**config.mk**
```make
export PLATFORM = sky130hd
export DESIGN_NAME = mb8_psum_acc
export DESIGN_NICKNAME = d
export VERILOG_FILES = /design/src/rtl/mb8_pkg.sv /design/src/rtl/mb8_res_fifo.sv /design/src/rtl/mb8_psum_acc.sv
export SDC_FILE = /design/constraint.sdc
export NUM_CORES = 1
export LEC_CHECK = 0
export BUFFER_PORTS_ARGS = -buffer_cell sky130_fd_sc_hd__buf_2
export CAP_MARGIN = 20
export CORE_ASPECT_RATIO = 0.8
export CORE_MARGIN = 2
export CORE_UTILIZATION = 45
export CTS_BUF_LIST = sky130_fd_sc_hd__clkbuf_8
export DETAILED_ROUTE_END_ITERATION = 16
export PLACE_DENSITY = 0.66
export SYNTH_ARGS = -nofsm -noshare
export SYNTH_HDL_FRONTEND = slang
export SYNTH_SLANG_ARGS = --single-unit
```
**constraint.sdc**
```tcl
create_clock -name CLK -period 3.16 [get_ports CLK]
set_input_delay 0 -clock CLK [delete_from_list [all_inputs] [get_ports CLK]]
set_output_delay 0 -clock CLK [all_outputs]
set_load 0.02 [all_outputs]
```
**src/rtl/mb8_pkg.sv**
```systemverilog
// Shared definitions for the radix-8 Booth multiplier partial-sum accumulator.
// Contents: default widths/latency, accumulator FSM state enum, and the
// default result-queue entry layout {sum, ovf, beats}.
package mb8_pkg;

  localparam int unsigned MB8_LAT   = 2;
  localparam int unsigned MB8_PW    = 16;
  localparam int unsigned MB8_ACC_W = 24;
  localparam int unsigned MB8_CNT_W = 8;

  typedef enum logic {
    IDLE,
    ACCUM
  } state_t;

  typedef struct packed {
    logic [MB8_ACC_W-1:0] sum;
    logic                 ovf;
    logic [MB8_CNT_W-1:0] beats;
  } res_entry_t;

endpackage

```
**src/rtl/mb8_res_fifo.sv**
```systemverilog
// Two-entry result queue. Entry 0 is always the head, so the head register
// directly drives the consumer-facing outputs.
// Ports:
//   i_clk, i_rst_n : clock, asynchronous active-low reset
//   i_push, i_din  : write request and data (ignored when full without pop)
//   i_pop          : remove head (ignored when empty)
//   o_head         : head entry
//   o_full/o_empty : occupancy flags
module mb8_res_fifo
  import mb8_pkg::*;
#(
  parameter type T = res_entry_t
) (
  input  logic i_clk,
  input  logic i_rst_n,
  input  logic i_push,
  input  T     i_din,
  input  logic i_pop,
  output T     o_head,
  output logic o_full,
  output logic o_empty
);

  T           r_ent0;
  T           r_ent1;
  logic [1:0] r_cnt;
  logic       w_pop;

  assign w_pop   = i_pop && (r_cnt != 2'd0);
  assign o_head  = r_ent0;
  assign o_full  = (r_cnt == 2'd2);
  assign o_empty = (r_cnt == 2'd0);

  always_ff @(posedge i_clk or negedge i_rst_n) begin
    if (!i_rst_n) begin
      r_ent0 <= '0;
      r_ent1 <= '0;
      r_cnt  <= '0;
    end else if (i_push && w_pop) begin
      // Simultaneous push/pop keeps occupancy; a full queue shifts and refills.
      if (r_cnt == 2'd2) begin
        r_ent0 <= r_ent1;
        r_ent1 <= i_din;
      end else begin
        r_ent0 <= i_din;
      end
    end else if (i_push) begin
      if (r_cnt == 2'd0) begin
        r_ent0 <= i_din;
        r_cnt  <= 2'd1;
      end else if (r_cnt == 2'd1) begin
        r_ent1 <= i_din;
        r_cnt  <= 2'd2;
      end
    end else if (w_pop) begin
      r_ent0 <= r_ent1;
      r_cnt  <= r_cnt - 2'd1;
    end
  end

endmodule

```
**src/rtl/mb8_psum_acc.sv**
```systemverilog
// Partial-sum accumulator behind the 2-stage radix-8 Booth multiplier.
// Framing {valid,last} is delayed LAT cycles to line up with product; each
// frame's signed products are summed into an ACC_W accumulator (wrap or
// saturate) and the result is queued in a 2-entry valid/ready queue.
// Ports:
//   CLK, RST                   : clock, asynchronous active-low reset
//   in_valid, in_last, in_clr  : beat framing at the multiplier input; abort
//   product                    : multiplier output, LAT cycles behind framing
//   out_valid/out_ready        : result handshake
//   out_sum, out_ovf, out_beats: frame sum, overflow flag, beat count
//   drop_err                   : sticky, a result was lost to a full queue
//   busy                       : frame open or beat in flight
module mb8_psum_acc
  import mb8_pkg::*;
#(
  parameter int unsigned LAT   = MB8_LAT,
  parameter int unsigned PW    = MB8_PW,
  parameter int unsigned ACC_W = MB8_ACC_W,
  parameter int unsigned CNT_W = MB8_CNT_W,
  parameter int unsigned SAT   = 0
) (
  input  logic             CLK,
  input  logic             RST,
  input  logic             in_valid,
  input  logic             in_last,
  input  logic             in_clr,
  input  logic [PW-1:0]    product,
  output logic             out_valid,
  input  logic             out_ready,
  output logic [ACC_W-1:0] out_sum,
  output logic             out_ovf,
  output logic [CNT_W-1:0] out_beats,
  output logic             drop_err,
  output logic             busy
);

  typedef struct packed {
    logic [ACC_W-1:0] sum;
    logic             ovf;
    logic [CNT_W-1:0] beats;
  } entry_t;

  localparam logic [ACC_W-1:0] C_MAX = {1'b0, {(ACC_W-1){1'b1}}};
  localparam logic [ACC_W-1:0] C_MIN = {1'b1, {(ACC_W-1){1'b0}}};

  logic [LAT-1:0]     r_vld;
  logic [LAT-1:0]     r_lst;
  state_t             r_state;
  state_t             w_state_nxt;
  logic [ACC_W-1:0]   r_acc;
  logic [ACC_W-1:0]   w_acc_nxt;
  logic [CNT_W-1:0]   r_cnt;
  logic [CNT_W-1:0]   w_cnt_nxt;
  logic               r_ovf;
  logic               w_ovf_nxt;
  logic               r_drop_err;

  logic               w_v_d;
  logic               w_l_d;
  logic signed [PW-1:0] w_prod_s;
  logic [ACC_W-1:0]   w_sext;
  logic               w_open;
  logic [ACC_W-1:0]   w_acc_base;
  logic [CNT_W-1:0]   w_cnt_base;
  logic               w_ovf_base;
  logic [ACC_W-1:0]   w_add;
  logic               w_add_of;
  logic [ACC_W-1:0]   w_acc_new;
  logic [CNT_W-1:0]   w_cnt_new;
  logic               w_ovf_new;
  logic               w_push;
  entry_t             w_res;
  entry_t             w_head;
  logic               w_full;
  logic               w_empty;
  logic               w_pop;

  // Framing delay line; the beat presented with in_clr is dropped too.
  always_ff @(posedge CLK or negedge RST) begin
    if (!RST) begin
      r_vld <= '0;
      r_lst <= '0;
    end else if (in_clr) begin
      r_vld <= '0;
      r_lst <= '0;
    end else begin
      r_vld[0] <= in_valid;
      r_lst[0] <= in_valid && in_last;
      for (int unsigned i = 1; i < LAT; i++) begin
        r_vld[i] <= r_vld[i-1];
        r_lst[i] <= r_lst[i-1];
      end
    end
  end

  assign w_v_d    = r_vld[LAT-1];
  assign w_l_d    = r_lst[LAT-1];
  assign w_prod_s = product;
  assign w_sext   = ACC_W'(w_prod_s);

  // In IDLE the addend base is zero, so one adder serves both the first
  // beat of a frame and every later beat.
  always_comb begin
    w_open     = (r_state == ACCUM);
    w_acc_base = w_open ? r_acc : '0;
    w_cnt_base = w_open ? r_cnt : '0;
    w_ovf_base = w_open && r_ovf;
    w_add      = w_acc_base + w_sext;
    w_add_of   = (w_acc_base[ACC_W-1] == w_sext[ACC_W-1]) &&
                 (w_add[ACC_W-1] != w_acc_base[ACC_W-1]);
    w_acc_new  = ((SAT != 0) && w_add_of) ?
                 (w_acc_base[ACC_W-1] ? C_MIN : C_MAX) : w_add;
    w_cnt_new  = (&w_cnt_base) ? w_cnt_base : w_cnt_base + CNT_W'(1);
    w_ovf_new  = w_ovf_base || w_add_of;

    w_state_nxt = r_state;
    w_acc_nxt   = r_acc;
    w_cnt_nxt   = r_cnt;
    w_ovf_nxt   = r_ovf;
    w_push      = 1'b0;
    w_res       = '{sum: w_acc_new, ovf: w_ovf_new, beats: w_cnt_new};

    if (in_clr) begin
      w_state_nxt = IDLE;
      w_acc_nxt   = '0;
      w_cnt_nxt   = '0;
      w_ovf_nxt   = 1'b0;
    end else if (w_v_d) begin
      if (w_l_d) begin
        w_push      = 1'b1;
        w_state_nxt = IDLE;
        w_acc_nxt   = '0;
        w_cnt_nxt   = '0;
        w_ovf_nxt   = 1'b0;
      end else begin
        w_state_nxt = ACCUM;
        w_acc_nxt   = w_acc_new;
        w_cnt_nxt   = w_cnt_new;
        w_ovf_nxt   = w_ovf_new;
      end
    end
  end

  always_ff @(posedge CLK or negedge RST) begin
    if (!RST) begin
      r_state    <= IDLE;
      r_acc      <= '0;
      r_cnt      <= '0;
      r_ovf      <= 1'b0;
      r_drop_err <= 1'b0;
    end else begin
      r_state    <= w_state_nxt;
      r_acc      <= w_acc_nxt;
      r_cnt      <= w_cnt_nxt;
      r_ovf      <= w_ovf_nxt;
      r_drop_err <= r_drop_err || (w_push && w_full && !w_pop);
    end
  end

  assign w_pop = out_valid && out_ready;

  mb8_res_fifo #(
    .T(entry_t)
  ) u_fifo (
    .i_clk   (CLK),
    .i_rst_n (RST),
    .i_push  (w_push),
    .i_din   (w_res),
    .i_pop   (w_pop),
    .o_head  (w_head),
    .o_full  (w_full),
    .o_empty (w_empty)
  );

  assign out_valid = !w_empty;
  assign out_sum   = w_head.sum;
  assign out_ovf   = w_head.ovf;
  assign out_beats = w_head.beats;
  assign drop_err  = r_drop_err;
  assign busy      = (r_state == ACCUM) || (|r_vld);

endmodule

```
==> impl_metrics.xml, run 1 <==
<?xml version="1.0" encoding="UTF-8"?>
<metrics>
  <group name="run_status">
    <metric name="status" unit="">finished, final reports clean</metric>
  </group>
  <group name="setup_path">
    <metric name="end_kind" unit="">flop</metric>
    <metric name="setup_slack_of_the_most_critical_reg_to_reg_path" unit="ns">0.20</metric>
    <metric name="crit_path_start" unit="">r_state</metric>
    <metric name="worst-endpoint-arrival" unit="ns">3.23</metric>
    <metric name="rr_endpoint" unit="">u_fifo.r_ent1[31]</metric>
    <metric name="worstSetupStartpointType" unit="">flop</metric>
    <metric name="timing.reg2reg.worst_path_depth" unit="">11</metric>
    <metric name="worst_r2r_startpoint" unit="">r_state</metric>
    <metric name="critical_path_peak_fanout" unit="">11</metric>
    <metric name="setup.worst_path.class" unit="">flop to flop</metric>
    <metric name="worst_ep_required_time" unit="ns">3.43</metric>
  </group>
  <group name="synthesis">
    <metric name="yosysWarnings" unit="">0</metric>
    <metric name="synth_area" unit="mm2">0.005988</metric>
    <metric name="synth_largest_area_cell" unit="">dfrtp_1</metric>
    <metric name="yosysSeqAreaShare" unit="">0.4471</metric>
    <metric name="syn-instance-count" unit="">606</metric>
    <metric name="synth-edff-count" unit="">0</metric>
    <metric name="synth.area.top_cells" unit="">dfrtp_1 (45%), ha_1 (5.9%), mux2_2 (5.1%)</metric>
    <metric name="ys_types" unit="">62</metric>
    <metric name="synth_fp_nets" unit="">657</metric>
    <metric name="ys_async_sr_fraction" unit="">1.000</metric>
    <metric name="post_synth.cell_area_avg" unit="um2">9.882</metric>
    <metric name="yosys_register_bits" unit="">107</metric>
    <metric name="synthFlopType" unit="">dfrtp_1</metric>
    <metric name="post-synth-top-area-fraction" unit="">0.4471</metric>
  </group>
  <group name="pwr">
    <metric name="power_frac_comb" unit="">0.270</metric>
    <metric name="p_sw_frac" unit="">0.3479</metric>
    <metric name="vdd.ir_drop.worst" unit="mV">0.2080</metric>
    <metric name="power.net_switching" unit="W">0.001174</metric>
    <metric name="clockPowerShare" unit="">0.238</metric>
    <metric name="cellPowerDensity" unit="mW/mm2">497.8</metric>
    <metric name="finalPower" unit="W">0.003374</metric>
    <metric name="leakagePower" unit="nW">3.311</metric>
    <metric name="intPower" unit="W">0.002200</metric>
    <metric name="power.share.sequential" unit="">0.492</metric>
  </group>
  <group name="clock_network">
    <metric name="cts_post_setup_buffers_inserted" unit="">0</metric>
    <metric name="cts_htree_levels" unit="">3</metric>
    <metric name="clock_sink_count" unit="">107</metric>
    <metric name="cts_buffers" unit="">9</metric>
    <metric name="number_of_buffers_on_the_longest_clock_path" unit="">2</metric>
    <metric name="root_buffer" unit="">clkbuf_8</metric>
    <metric name="cts_resized" unit="">0</metric>
    <metric name="cts.reportedPaths.clkPinSlew" unit="ns">0.10</metric>
    <metric name="tritoncts" unit="">done</metric>
    <metric name="worst_skew_pair.late_latency" unit="ns">0.39</metric>
  </group>
  <group name="global_route">
    <metric name="use_met1" unit="">0.3199</metric>
    <metric name="grt.met2_usage" unit="">0.3375</metric>
    <metric name="antenna_violations_before_repair" unit="">0</metric>
    <metric name="number_of_global_route_vias_before_repair" unit="">4748</metric>
    <metric name="groute.layer.met3.usage" unit="">0.04161</metric>
    <metric name="grtUsageTotal" unit="">0.2191</metric>
    <metric name="grt-ovfl-total" unit="">0</metric>
    <metric name="grt_max_degree" unit="">66</metric>
    <metric name="grt_first_pass_wirelength" unit="um">24430</metric>
    <metric name="grt_most_used_layer" unit="">met2</metric>
  </group>
  <group name="timing">
    <metric name="finalCriticalPeriod" unit="ns">2.961</metric>
    <metric name="setup_viol_count_final" unit="">0</metric>
    <metric name="rsz0062_at_grt" unit="">no</metric>
    <metric name="layout_setup_ws" unit="ns">0.1993</metric>
    <metric name="fin_worst_hold_slack" unit="ns">0.03844</metric>
    <metric name="finalSetupTns" unit="ns">0</metric>
    <metric name="timing.final.crit_share" unit="">0.9369</metric>
    <metric name="timing.slew.headroom" unit="">0.4252</metric>
    <metric name="slew_viol_final" unit="">0</metric>
    <metric name="timing.final.hold_violations" unit="">0</metric>
    <metric name="max_freq" unit="GHz">0.3378</metric>
    <metric name="finClkSkew" unit="ns">0.01213</metric>
    <metric name="timing_worst_slew_pin_value" unit="ns">0.8602</metric>
  </group>
  <group name="flow_run">
    <metric name="maxCapViolCount" unit="">0</metric>
  </group>
  <group name="placement">
    <metric name="preCtsSetupSlack" unit="ns">0.2706</metric>
    <metric name="routability_congestion_estimate" unit="">0.9209</metric>
    <metric name="place_hpwl" unit="um">10750</metric>
    <metric name="placement.io_buffers" unit="">57</metric>
  </group>
  <group name="drt">
    <metric name="detail_route.wirelength" unit="um">14800</metric>
    <metric name="drt_first_pass_iters" unit="">5</metric>
    <metric name="route.detailed.drc" unit="">0</metric>
    <metric name="routed_wire_length_per_instance" unit="um">17.43</metric>
    <metric name="first_iter_violations" unit="">348</metric>
    <metric name="routed_antenna_nets" unit="">0</metric>
    <metric name="vias" unit="">4765</metric>
    <metric name="viasPerCell" unit="">5.612</metric>
  </group>
  <group name="finish">
    <metric name="final_net_count" unit="">720</metric>
    <metric name="final_core_utilization" unit="">0.5247</metric>
    <metric name="n_antenna_cell" unit="">0</metric>
    <metric name="final_layout_size_suffix_gt1_frac" unit="">0.2062</metric>
    <metric name="layout_overhead_on_the_synthesized_area" unit="%">13.16</metric>
  </group>
  <group name="die">
    <metric name="design.core.area" unit="mm2">0.01292</metric>
    <metric name="die_x" unit="um">133.0</metric>
    <metric name="placementRows" unit="">37</metric>
    <metric name="die-height" unit="um">107.2</metric>
    <metric name="initial_utilization" unit="">0.4636</metric>
    <metric name="fp.dieArea" unit="mm2">0.01425</metric>
    <metric name="io-pin-count" unit="">58</metric>
  </group>
  <group name="min_path">
    <metric name="whs_path_depth" unit="">3</metric>
    <metric name="worst_hold_path.endpoint" unit="">r_acc[0]</metric>
    <metric name="timing.hold.worst.start" unit="">product[0]</metric>
    <metric name="hold_class" unit="">input pin to flop</metric>
  </group>
</metrics>
==> flip-flops by register name, summed over array words and instances, names as in the netlist <==
name	flops
u_fifo.o_head	33
drop_err	1
u_fifo.r_cnt	2
r_ovf	1
r_state	1
u_fifo.r_ent1	33
r_lst	2
r_vld	2
r_acc	24
r_cnt	8
==> critical path, stage by stage (launching register included) <==
cell and delay (ns):
dfrtp_1 0.50, buf_4 0.22, and2_1 0.14, ha_1 0.45, nand2_2 0.13, or3b_1 0.42
o21ai_2 0.09, a21oi_4 0.07, a31oi_4 0.21, a311oi_2 0.14, xnor2_1 0.19, mux2_4 0.28
==> per-layer routing <==
metal,wire [um],part of all wire,up-vias
met2,6477,0.44,130
li1,-,-,2276
met4,131,0.0089,0
met1,7411,0.50,2346
met5,0,0,-
met3,780,0.053,13
==> layout make-up <==
type                            instances  area (um2)
Clock buffer                           11       151.4
Clock inverter                          5       28.78
Fill cell                            1150        6140
Inverter                               12       45.04
Multi-Input combinational cell        461        3179
Sequential cell                       107        2678
Tap cell                              175       219.0
Timing Repair Buffer                   78       475.5
==> synth_stat cells (all sizes together) (4+ instances only) <==
cell type and number:
dfrtp 107, nand2 83, nor2 56, a21oi 45, a22o 32, o21ai 29
ha 28, mux2 28, and2 23, clkbuf 21, a31oi 18, xnor2 17
a21o 12, inv 12, xor2 8, nand3 7, nor2b 7, mux2i 6
a22oi 5, buf 5, nor3 5, nand4 4, or3 4
==> worst max path at each step <==
| stage | end | slack, ns |
|---|---|---|
| after floorplan | u_fifo.r_ent1[30] | 0.23 |
| after global placement | u_fifo.o_head[30] | 0.36 |
| after detailed placement | u_fifo.r_ent1[31] | 0.27 |
| after CTS | u_fifo.r_ent1[31] | 0.24 |
| after global routing | u_fifo.o_head[30] | 0.008 |
| final | u_fifo.r_ent1[31] | 0.20 |
==> timing repair <==
| item | CTS | global route |
|---|---|---|
| hold buffers | 7 | 0 |
| setup endpoints to repair | 0 | 0 |
| hold endpoints to repair | 68 | 0 |
==> power by group through the flow <==
stage / Clock (W) / Combinational, W / Sequential (W)
5_1_grt: 0.000882 / 0.00100 / 0.00169
3_3_place_gp: 0 / 0.000881 / 0.00168
2_1_floorplan: 0 / 0.000420 / 0.00183
4_1_cts: 0.000818 / 0.000913 / 0.00166
6_report: 0.000803 / 0.000910 / 0.00166
3_5_place_dp: 0 / 0.000907 / 0.00169
==> placed cells by master, fill, tap and decap left out, types with 3 or more instances in the layout <==
cell type,synthesis,final
a21o_1,12,12
a21oi_1,41,41
a22o_1,32,32
a22oi_1,5,5
a31oi_1,17,17
and2_1,23,23
and3_1,3,3
buf_2,4,56
buf_4,0,14
clkbuf_8,0,11
dfrtp_1,107,107
dlygate4sd3_1,0,7
ha_1,28,28
inv_1,12,13
mux2_2,27,27
mux2i_1,6,5
nand2_1,81,81
nand3_1,7,7
nand4_1,4,4
nor2_1,55,54
nor2b_1,6,6
nor3_1,4,4
o21a_1,3,3
o21ai_0,22,22
o21ai_1,5,5
o31ai_1,3,3
or3_1,4,4
xnor2_1,17,17
xor2_1,8,8
==> stage by stage <==
stage,area (um2),cells
after detailed placement,6526,826
after global placement,6526,826
after floorplan,5988,606
after global routing,6777,849
final,6777,849
after CTS,6777,849
==> cell families after synthesis <==
| logic type | count (synthesis) | synth area share |
|---|---|---|
| adders and majority gates | 29 | 0.06185 |
| buffers and inverters | 38 | 0.02465 |
| and+or+nand+nor | 202 | 0.1601 |
| DFF | 107 | 0.4471 |
| muxes | 34 | 0.06331 |
| xor gates and xnor gates | 25 | 0.03656 |
| AOI/OAI and AO/OA | 171 | 0.2064 |
(Power assumes the default switching activity.)
==> inputs of run 2 (changes only) <==
--- a/config.mk
+++ b/config.mk
@@ -13,6 +13,7 @@
 export CTS_BUF_LIST = sky130_fd_sc_hd__clkbuf_8
 export DETAILED_ROUTE_END_ITERATION = 16
 export PLACE_DENSITY = 0.66
+export RECOVER_POWER = 25
 export SYNTH_ARGS = -nofsm -noshare
 export SYNTH_HDL_FRONTEND = slang
 export SYNTH_SLANG_ARGS = --single-unit
==> impl_metrics.xml, run 2 (synthesis results as in run 1) <==
<?xml version="1.0" encoding="UTF-8"?>
<metrics>
  <group name="placement">
    <metric name="place_hpwl" unit="um">10750</metric>
    <metric name="post_placement_cell_count" unit="">826</metric>
    <metric name="placedInstanceArea" unit="mm2">0.006526</metric>
    <metric name="placement.io_buffers" unit="">57</metric>
    <metric name="preCtsSetupSlack" unit="ns">0.2706</metric>
    <metric name="routability_congestion_estimate" unit="">0.9209</metric>
  </group>
  <group name="setup_path">
    <metric name="setup.worst_path.class" unit="">flop to flop</metric>
    <metric name="worst_r2r_startpoint" unit="">r_state</metric>
    <metric name="timing.reg2reg.worst_path_depth" unit="">11</metric>
    <metric name="setup_slack_of_the_most_critical_reg_to_reg_path" unit="ns">0.20</metric>
    <metric name="worst-endpoint-arrival" unit="ns">3.23</metric>
    <metric name="end_kind" unit="">flop</metric>
    <metric name="worst_ep_required_time" unit="ns">3.43</metric>
    <metric name="critical_path_peak_fanout" unit="">11</metric>
    <metric name="worstSetupStartpointType" unit="">flop</metric>
    <metric name="rr_endpoint" unit="">u_fifo.r_ent1[31]</metric>
  </group>
  <group name="global_route">
    <metric name="number_of_global_route_vias_before_repair" unit="">4748</metric>
    <metric name="use_met1" unit="">0.3199</metric>
    <metric name="grt_max_degree" unit="">66</metric>
    <metric name="groute.layer.met3.usage" unit="">0.04161</metric>
    <metric name="grt-ovfl-total" unit="">0</metric>
    <metric name="grtUsageTotal" unit="">0.2191</metric>
    <metric name="grt.met2_usage" unit="">0.3375</metric>
    <metric name="grt_most_used_layer" unit="">met2</metric>
    <metric name="antenna_violations_before_repair" unit="">0</metric>
    <metric name="grt_first_pass_wirelength" unit="um">24430</metric>
  </group>
  <group name="drt">
    <metric name="drt_first_pass_iters" unit="">5</metric>
    <metric name="route.detailed.drc" unit="">0</metric>
    <metric name="first_iter_violations" unit="">347</metric>
    <metric name="viasPerCell" unit="">5.602</metric>
    <metric name="routed_antenna_nets" unit="">0</metric>
    <metric name="routed_wire_length_per_instance" unit="um">17.43</metric>
    <metric name="detail_route.wirelength" unit="um">14800</metric>
    <metric name="vias" unit="">4756</metric>
  </group>
  <group name="finish">
    <metric name="n_antenna_cell" unit="">0</metric>
    <metric name="final_cell_count_no_fill" unit="">849</metric>
    <metric name="stdcell_area" unit="mm2">0.006768</metric>
    <metric name="layout_common_cells" unit="">dfrtp_1 (107), nand2_1 (81), nor2_1 (54), buf_2 (51), a21oi_1 (41)</metric>
    <metric name="final_layout_size_suffix_gt1_frac" unit="">0.1988</metric>
    <metric name="final_core_utilization" unit="">0.5240</metric>
    <metric name="layout_overhead_on_the_synthesized_area" unit="%">13.02</metric>
    <metric name="final_net_count" unit="">720</metric>
    <metric name="layout.filler_cells" unit="">1151</metric>
    <metric name="final_common_cell" unit="">dfrtp_1</metric>
  </group>
  <group name="clock_network">
    <metric name="worst_skew_pair.late_latency" unit="ns">0.39</metric>
    <metric name="root_buffer" unit="">clkbuf_8</metric>
    <metric name="cts_resized" unit="">0</metric>
    <metric name="cts_post_setup_buffers_inserted" unit="">0</metric>
    <metric name="number_of_buffers_on_the_longest_clock_path" unit="">2</metric>
    <metric name="cts_htree_levels" unit="">3</metric>
    <metric name="cts.reportedPaths.clkPinSlew" unit="ns">0.10</metric>
    <metric name="tritoncts" unit="">done</metric>
    <metric name="cts_buffers" unit="">9</metric>
    <metric name="clock_sink_count" unit="">107</metric>
    <metric name="cts_hold_repair.buffers" unit="">7</metric>
  </group>
  <group name="die">
    <metric name="io-pin-count" unit="">58</metric>
    <metric name="placementRows" unit="">37</metric>
    <metric name="fp.dieArea" unit="mm2">0.01425</metric>
    <metric name="initial_utilization" unit="">0.4636</metric>
    <metric name="design.core.area" unit="mm2">0.01292</metric>
    <metric name="die-height" unit="um">107.2</metric>
    <metric name="die_x" unit="um">133.0</metric>
  </group>
  <group name="timing">
    <metric name="finalSetupTns" unit="ns">0</metric>
    <metric name="slew_viol_final" unit="">66</metric>
    <metric name="timing.final.hold_violations" unit="">0</metric>
    <metric name="rsz0062_at_grt" unit="">no</metric>
    <metric name="finClkSkew" unit="ns">0.01185</metric>
    <metric name="timing.slew.headroom" unit="">-0.09186</metric>
    <metric name="layout_setup_ws" unit="ns">0.1981</metric>
    <metric name="timing_worst_slew_pin_value" unit="ns">1.638</metric>
    <metric name="finalCriticalPeriod" unit="ns">2.962</metric>
    <metric name="setup_viol_count_final" unit="">0</metric>
    <metric name="max_freq" unit="GHz">0.3376</metric>
    <metric name="timing.final.crit_share" unit="">0.9373</metric>
  </group>
  <group name="run_status">
    <metric name="failed_checks" unit="">max-capacitance violations, max-slew violations</metric>
    <metric name="status" unit="">complete, but fails checks</metric>
  </group>
  <group name="min_path">
    <metric name="whs_path_depth" unit="">3</metric>
    <metric name="timing.hold.worst.start" unit="">product[0]</metric>
    <metric name="hold_class" unit="">input pin to flop</metric>
    <metric name="worst_hold_path.endpoint" unit="">r_acc[0]</metric>
  </group>
  <group name="pwr">
    <metric name="cellPowerDensity" unit="mW/mm2">497.7</metric>
    <metric name="leakagePower" unit="nW">3.294</metric>
    <metric name="vdd.ir_drop.worst" unit="mV">0.2088</metric>
  </group>
  <group name="flow_run">
    <metric name="maxCapViolCount" unit="">1</metric>
  </group>
</metrics>
[run 2: changes by cell type in the layout (fill, tap and decap cells not counted), sizes merged]
| cell | previous run | this run |
|---|---|---|
| buf | 71 | 65 |
| clkbuf | 11 | 17 |
[run 2: power by group]
group / switching, W / internal (W)
sequential: 0.000108 / 0.00155
clock: 0.000478 / 0.000325
combinational: 0.000588 / 0.000315
total: 0.00117 / 0.00219
[run 2: critical path, stage by stage, from the launching register on]
cell      delay [ns]
dfrtp_1         0.50
buf_4           0.22
and2_1          0.14
ha_1            0.45
nand2_2         0.13
or3b_1          0.42
o21ai_2         0.09
a21oi_4         0.07
a31oi_4         0.21
a311oi_2        0.14
xnor2_1         0.19
mux2_4          0.28
[run 2: area by class of cell]
cell class                      count  area, um2  area share
Clock inverter                      5      28.78    0.004252
Tap cell                          175      219.0     0.03235
Clock buffer                       11      151.4     0.02237
Multi-Input combinational cell    461       3179      0.4698
Sequential cell                   107       2678      0.3956
Inverter                           12      45.04    0.006656
Timing Repair Buffer               78      466.7     0.06896
[run 2: per-stage QoR]
step           hold slack (ns)  power [W]
2_1_floorplan          -0.2956   0.002245
3_3_place_gp            0.1525   0.002558
3_5_place_dp            0.1655   0.002594
4_1_cts                0.03027   0.003394
5_1_grt                0.06486   0.003565
6_report               0.03764   0.003368
[run 2: how the worst max path moves through the flow]
stage             from                 to  depth (start not counted)
2_1_floorplan  r_state  u_fifo.r_ent1[30]                         14
3_3_place_gp   r_state  u_fifo.o_head[30]                         11
3_5_place_dp   r_state  u_fifo.r_ent1[31]                         11
4_1_cts        r_state  u_fifo.r_ent1[31]                         11
5_1_grt        r_state  u_fifo.o_head[30]                         11
6_report       r_state  u_fifo.r_ent1[31]                         11
[run 2: layer usage]
| layer | wire length, um | vias to the layer above |
|---|---|---|
| li1 | - | 2278 |
| met1 | 7432 | 2334 |
| met2 | 6478 | 131 |
| met3 | 753 | 13 |
| met4 | 134 | 0 |
| met5 | 0 | - |
